`config.mk`:
```
export PLATFORM = sky130hd
export DESIGN_NAME = key_input_conditioner
export DESIGN_NICKNAME = d
export VERILOG_FILES = /design/src/rtl/key_cond_pkg.sv /design/src/rtl/key_debounce_cell.sv /design/src/rtl/key_input_conditioner.sv
export SDC_FILE = /design/constraint.sdc
export NUM_CORES = 1
export LEC_CHECK = 0
export CELL_PAD_IN_SITES_DETAIL_PLACEMENT = 0
export CELL_PAD_IN_SITES_GLOBAL_PLACEMENT = 1
export CORE_ASPECT_RATIO = 2
export CORE_MARGIN = 3
export CORE_UTILIZATION = 35
export DETAILED_ROUTE_END_ITERATION = 16
export GPL_ROUTABILITY_DRIVEN = 0
export PLACE_DENSITY_LB_ADDON = 0.1
export SETUP_SLACK_MARGIN = 0.1
export SYNTH_ARGS = -nofsm -noshare
export SYNTH_HDL_FRONTEND = slang
export SYNTH_SLANG_ARGS = --single-unit
```
`constraint.sdc`:
```
create_clock -name CLOCK_50 -period 2.1 [get_ports CLOCK_50]
set_clock_uncertainty 0.1 [all_clocks]
set_input_delay 0.525 -clock CLOCK_50 [delete_from_list [all_inputs] [get_ports CLOCK_50]]
set_output_delay 0.525 -clock CLOCK_50 [all_outputs]
set_load 0.05 [all_outputs]
```
`src/rtl/key_cond_pkg.sv`:
```
// Shared constants and helpers for the key/switch input conditioner.
package key_cond_pkg;

  localparam int NUM_KEYS = 4;
  localparam int NUM_SW   = 10;

  // Default timing at 50 MHz: 10 ms debounce, 500 ms to first repeat, 100 ms repeat.
  localparam int DEF_DEBOUNCE_CYCLES = 500000;
  localparam int DEF_REPEAT_EN       = 0;
  localparam int DEF_REPEAT_DELAY    = 25000000;
  localparam int DEF_REPEAT_PERIOD   = 5000000;

  // Which interval the auto-repeat hold counter is timing.
  typedef enum logic {
    PH_DELAY  = 1'b0,
    PH_PERIOD = 1'b1
  } rep_phase_e;

  // Bits needed to hold a count up to max_count; never narrower than one bit.
  function automatic int cnt_width(input int max_count);
    if (max_count < 1) begin
      return 1;
    end else begin
      return $clog2(max_count + 1);
    end
  endfunction

  // Larger of two interval lengths, used to size a shared counter.
  function automatic int max_int(input int a, input int b);
    if (a > b) begin
      return a;
    end else begin
      return b;
    end
  endfunction

endpackage

```
`src/rtl/key_debounce_cell.sv`:
```
// One pushbutton channel: 2-flop synchroniser, debounce counter, debounced
// level, one-cycle press pulse and optional auto-repeat while held.
module key_debounce_cell
  import key_cond_pkg::*;
#(
  parameter int DEBOUNCE_CYCLES = DEF_DEBOUNCE_CYCLES,
  parameter int REPEAT_EN       = DEF_REPEAT_EN,
  parameter int REPEAT_DELAY    = DEF_REPEAT_DELAY,
  parameter int REPEAT_PERIOD   = DEF_REPEAT_PERIOD
) (
  input  logic clk,
  input  logic rst_n,
  input  logic key_n,
  output logic level,
  output logic pulse
);

  localparam int              DB_W    = cnt_width(DEBOUNCE_CYCLES);
  localparam logic [DB_W-1:0] DB_TERM = DB_W'(DEBOUNCE_CYCLES - 1);
  localparam logic [DB_W-1:0] DB_ONE  = DB_W'(1);
  localparam logic [DB_W-1:0] DB_ZERO = {DB_W{1'b0}};

  logic            sync0_r;
  logic            sync1_r;
  logic            pressed_s;
  logic [DB_W-1:0] db_cnt_r;
  logic [DB_W-1:0] db_cnt_nxt_s;
  logic            accept_s;
  logic            rise_s;
  logic            level_r;
  logic            pulse_r;
  logic            rep_fire_s;

  // Two-flop synchroniser; reset value 1 means the key reads as released.
  always_ff @(posedge clk) begin
    if (!rst_n) begin
      sync0_r <= 1'b1;
      sync1_r <= 1'b1;
    end else begin
      sync0_r <= key_n;
      sync1_r <= sync0_r;
    end
  end

  assign pressed_s = ~sync1_r;

  // Count consecutive cycles the synchronised key disagrees with the accepted
  // level; accept the new value on the cycle the run reaches its full length.
  always_comb begin
    accept_s     = 1'b0;
    db_cnt_nxt_s = db_cnt_r;
    if (pressed_s == level_r) begin
      db_cnt_nxt_s = DB_ZERO;
    end else if (db_cnt_r == DB_TERM) begin
      accept_s     = 1'b1;
      db_cnt_nxt_s = DB_ZERO;
    end else begin
      db_cnt_nxt_s = db_cnt_r + DB_ONE;
    end
  end

  assign rise_s = accept_s & pressed_s;

  // Debounce counter, accepted level and registered press/repeat pulse.
  always_ff @(posedge clk) begin
    if (!rst_n) begin
      db_cnt_r <= DB_ZERO;
      level_r  <= 1'b0;
      pulse_r  <= 1'b0;
    end else begin
      db_cnt_r <= db_cnt_nxt_s;
      level_r  <= accept_s ? pressed_s : level_r;
      pulse_r  <= rise_s | rep_fire_s;
    end
  end

  generate
    if (REPEAT_EN != 0) begin : g_repeat
      localparam int                HOLD_W      = cnt_width(max_int(REPEAT_DELAY, REPEAT_PERIOD));
      localparam logic [HOLD_W-1:0] DELAY_TERM  = HOLD_W'(REPEAT_DELAY - 1);
      localparam logic [HOLD_W-1:0] PERIOD_TERM = HOLD_W'(REPEAT_PERIOD - 1);
      localparam logic [HOLD_W-1:0] HOLD_ONE    = HOLD_W'(1);
      localparam logic [HOLD_W-1:0] HOLD_ZERO   = {HOLD_W{1'b0}};

      logic [HOLD_W-1:0] hold_cnt_r;
      logic [HOLD_W-1:0] hold_term_s;
      rep_phase_e        phase_r;
      logic              fall_s;
      logic              fire_s;

      // Select the interval being timed: first repeat delay, then the period.
      always_comb begin
        case (phase_r)
          PH_DELAY:  hold_term_s = DELAY_TERM;
          PH_PERIOD: hold_term_s = PERIOD_TERM;
          default:   hold_term_s = DELAY_TERM;
        endcase
      end

      // A release accepted this cycle wins over a repeat due on the same edge.
      assign fall_s = accept_s & ~pressed_s;
      assign fire_s = level_r & ~fall_s & (hold_cnt_r == hold_term_s);

      // Hold counter runs only while the key is accepted as pressed and
      // restarts from zero after every repeat pulse.
      always_ff @(posedge clk) begin
        if (!rst_n) begin
          hold_cnt_r <= HOLD_ZERO;
          phase_r    <= PH_DELAY;
        end else if (!level_r || fall_s) begin
          hold_cnt_r <= HOLD_ZERO;
          phase_r    <= PH_DELAY;
        end else if (fire_s) begin
          hold_cnt_r <= HOLD_ZERO;
          phase_r    <= PH_PERIOD;
        end else begin
          hold_cnt_r <= hold_cnt_r + HOLD_ONE;
          phase_r    <= phase_r;
        end
      end

      assign rep_fire_s = fire_s;
    end else begin : g_no_repeat
      assign rep_fire_s = 1'b0;
    end
  endgenerate

  assign level = level_r;
  assign pulse = pulse_r;

endmodule

```
`src/rtl/key_input_conditioner.sv`:
```
// Board input front end: synchronises the slide switches and runs one
// debounce/pulse cell per pushbutton.
module key_input_conditioner
  import key_cond_pkg::*;
#(
  parameter int DEBOUNCE_CYCLES = DEF_DEBOUNCE_CYCLES,
  parameter int REPEAT_EN       = DEF_REPEAT_EN,
  parameter int REPEAT_DELAY    = DEF_REPEAT_DELAY,
  parameter int REPEAT_PERIOD   = DEF_REPEAT_PERIOD
) (
  input  logic                CLOCK_50,
  input  logic                RESET_N,
  input  logic [NUM_KEYS-1:0] KEY,
  input  logic [NUM_SW-1:0]   SW,
  output logic [NUM_KEYS-1:0] key_level_o,
  output logic [NUM_KEYS-1:0] key_pulse_o,
  output logic [NUM_SW-1:0]   sw_sync_o
);

  logic [NUM_SW-1:0] sw_sync0_r;
  logic [NUM_SW-1:0] sw_sync1_r;

  // Two-flop switch synchroniser; switches are levels and are not debounced.
  always_ff @(posedge CLOCK_50) begin
    if (!RESET_N) begin
      sw_sync0_r <= {NUM_SW{1'b0}};
      sw_sync1_r <= {NUM_SW{1'b0}};
    end else begin
      sw_sync0_r <= SW;
      sw_sync1_r <= sw_sync0_r;
    end
  end

  assign sw_sync_o = sw_sync1_r;

  generate
    for (genvar i = 0; i < NUM_KEYS; i++) begin : g_key
      key_debounce_cell #(
        .DEBOUNCE_CYCLES(DEBOUNCE_CYCLES),
        .REPEAT_EN      (REPEAT_EN),
        .REPEAT_DELAY   (REPEAT_DELAY),
        .REPEAT_PERIOD  (REPEAT_PERIOD)
      ) u_cell (
        .clk  (CLOCK_50),
        .rst_n(RESET_N),
        .key_n(KEY[i]),
        .level(key_level_o[i]),
        .pulse(key_pulse_o[i])
      );
    end
  endgenerate

endmodule

```
==> summary.md <==
| Metric | Value |
|---|---|
| Outcome | finished, final reports clean |
| Vert. Die Dim | approximately 170 µm |
| Critical Path Start | g_key[1].u_cell.db_cnt_r[1] |
| Clock latency on the worst-skew pair | roughly 0.34 ns |
| Worst r2r src | g_key[1].u_cell.db_cnt_r[1] |
| Post-detailed-route wirelength per cell | approximately 13 µm |
| Final setup violation count | 0 |
| Number of buffers created by CTS | 9 |
| CP endpoint kind | flop |
| Number of synthesized flops with an enable pin | 0 |
| Final #Nets | ~560 |
| GR peak layer | met2 |
| Mapped cell area | 0.00458 mm² |
| Layout area overhead | 19.2% |
| Layout cells sized above 1 | 12.2% |
| CTS max path bufs | 2 |
| RSZ-0062 raised after global routing | yes |
| Synth Flop Type | dfxtp_1 |
| Final Hold Fails | 0 |
| Most frequent cells in the layout | 111 x dfxtp_1, 63 x nor2_1, 37 x xnor2_1 |
| Total global-route track usage | about 14% |
| Kind of cell adding the most delay to the critical path | simple AND/OR/NAND/NOR gates |
| CTS Sinks | around 110 |
| Worst r2r path cells | 5 |
| Vias in the first global route | between 3000 and 4000 |
| CP arrival | about 2.1 ns |
| M2 GR Usage | around 25% |
| H-tree depth | 3 |
| Flops & latches, synth | approximately 110 |
| Routed wire length | ~9.4 mm |
| N_diodes | 0 |
| WHS Path Cells | 1 |
| Vias | approximately 3500 |
| Overflow after GRT | 0 |
| I/O pin total | 34 |
| Part of the Yosys area used for sequential elements | about 50% |
| Remaining antenna violation count | 0 |
| Avg Inst Size Synth | 9.21 µm² |
| 1st-iter DRT viols | 130 |
| Critical Path Start Type | flop |
| Maximum VDD drop | roughly 0.44 mV |
| Setup TNS | 0 ns |
| Initial Util | 36.0% |
| Max-cap viol count | 0 |
| Critical path's largest stage delay | 0.57 ns |
| Most common cell after layout, fill and taps aside | dfxtp_1 |
| CP cell instances | ha_2, nand4_1, or4_4, or3_1, a21oi_1 |
| Worst path bufs/invs | 0 |
| Peak Freq | 523 MHz |
| Leak | between 1.5 and 2 nW |
| Hpwl dp | slightly below 7 mm |
| Met3 Use GR | around 2.7% |
| Global routing usage on met1 | 15.5% |
| Post-synth net total | a little over 500 |
| Final period utilization | approximately nine tenths |
| Critical path depth | 5 |
| Cell total after placement | 678 |
| Slew margin rel. | about two thirds |
| CP Class | flop to flop |
| Worst Path Required | approximately 2.3 ns |
| Root Buffer Master | clkbuf_16 |
| Worst-Margin Slew | between 0.5 and 0.6 ns |
| PortBufs | 33 |
| Gate Count Post-Synth | a little under 500 |
| HP Class | flop to flop |
| Hold_buf cts | 0 |
| CP Max Fanout | 5 |
| Die area | between 0.01 and 0.015 mm² |
| HP Start | g_key[3].u_cell.sync0_r |
| Asr flop ratio synth | 0% |
| Min Tclk post-route | between 1.5 and 2 ns |
| Largest net degree at the start of global routing | 22 |
| CP max stage cell | or4_4 |
| Syn. warnings | 0 |
| DRT Pass-1 Iters | 6 |
| Max-slew violations | 0 |
| Core Area | about 0.013 mm² |
| Clock transition at path regs | around 0.070 ns |
| Fin cells | between 600 and 700 |
| Chip Width | between 80 and 90 µm |
| First-pass GRT wire length | 16.4 mm |
| Row cnt | slightly below 60 |
| CTS tree | built |
| Avg Vias per Cell | 4.97 |
| Power Dens Cells | around 710 mW/mm² |
| Synth unique cells | 46 |
| DRC | 0 |
| Initial antenna violation count | 0 |
-- layer usage --
metal / routed length [µm] / vias up
met5: 0 / -
met4: 191 / 0
met3: 184 / 10
met2: 5090 / 25
met1: 3910 / 1618
li1: - / 1808
-- cells in the mapped netlist, types with 3 or more instances --
master    number  area [µm²]
inv_1         18        67.6
a21oi_1       21         105
buf_4          9        67.6
xnor2_1       37         324
or3_1         14        87.6
nand3_1       25         125
xor2_1        15         131
ha_1           4        50.1
nor3_1        16        80.1
nand2b_1       8        50.1
and2_1        21         131
and4_1         4        35.0
nor4b_1        3        26.3
o31ai_1        3        22.5
nand2_1       28         105
and3_1         3        18.8
clkbuf_1       9        33.8
buf_2          3        15.0
o21ai_0       12        60.1
nor4_1        12        75.1
nand4_1       19         119
o211ai_2       3        37.5
dfxtp_1      112        2240
nor2_1        63         236
or4_1          6        45.0
nor4bb_1       3        30.0
-- power by group --
part / total, W / internal [W] / switching, W
logic: 0.000128 / 0.0000618 / 0.0000661
registers: 0.00216 / 0.00215 / 0.00000900
clock network: 0.00161 / 0.000840 / 0.000772
-- flip-flops by register name, indices dropped and copies added (netlist names) --
register and cells:
g_key.u_cell.db_cnt_r 76, sw_sync_o 10, g_key.u_cell.sync0_r 4, sw_sync0_r 10, g_key.u_cell.sync1_r 4, g_key.u_cell.level 4
g_key.u_cell.pulse 4
-- metrics by stage --
stage          instance area (µm²)  power [W]  utilization [%]  hold WS, ns  worst slack (ns)
6_report                      5460    0.00390             43.0        0.303             0.186
3_5_place_dp                  5140    0.00234             40.4        0.293             0.121
4_1_cts                       5410    0.00398             42.6        0.308             0.102
5_1_grt                       5460    0.00406             43.0        0.319            0.0662
3_3_place_gp                  5140    0.00234             40.4        0.292             0.167
2_1_floorplan                 4580    0.00228                -        0.286             0.168
-- final cells by class --
type	instances	area [µm²]
Inverter	18	67.6
Timing Repair Buffer	56	515
Multi-Input combinational cell	345	2160
Clock inverter	6	45.0
Clock buffer	10	239
Sequential cell	112	2240
Tap cell	150	188
Fill cell	1273	7240
-- logic make-up (layout without fill, tap and decap cells) --
group,Yosys count,after routing,share of synthesized area [%]
AND/OR/NAND/NOR,240,240,28.8
flip-flops,112,112,49.0
XOR/XNOR,52,52,9.95
AO/OA/AOI/OAI,49,49,6.86
buffers and inverters,40,90,4.27
adder cells (fa/ha/maj),4,4,1.09
-- what timing repair did --
| item | 4_1_cts | 5_1_grt |
|---|---|---|
| resized for setup | 6 | 5 |
| buffers inserted | 0 | 3 |
| pin swaps | 0 | 3 |
| endpoints found under the setup margin | 6 | 20 |
-- path summary, 6_finish.rpt --
path / end / slack [ns]
max: g_key[1].u_cell.db_cnt_r[16] / 0.19
min: g_key[3].u_cell.sync1_r / 0.30
max reg2reg: g_key[1].u_cell.db_cnt_r[16] / 0.19
min reg2reg: g_key[3].u_cell.sync1_r / 0.30
No activity file was read; power rests on OpenSTA's default activity.
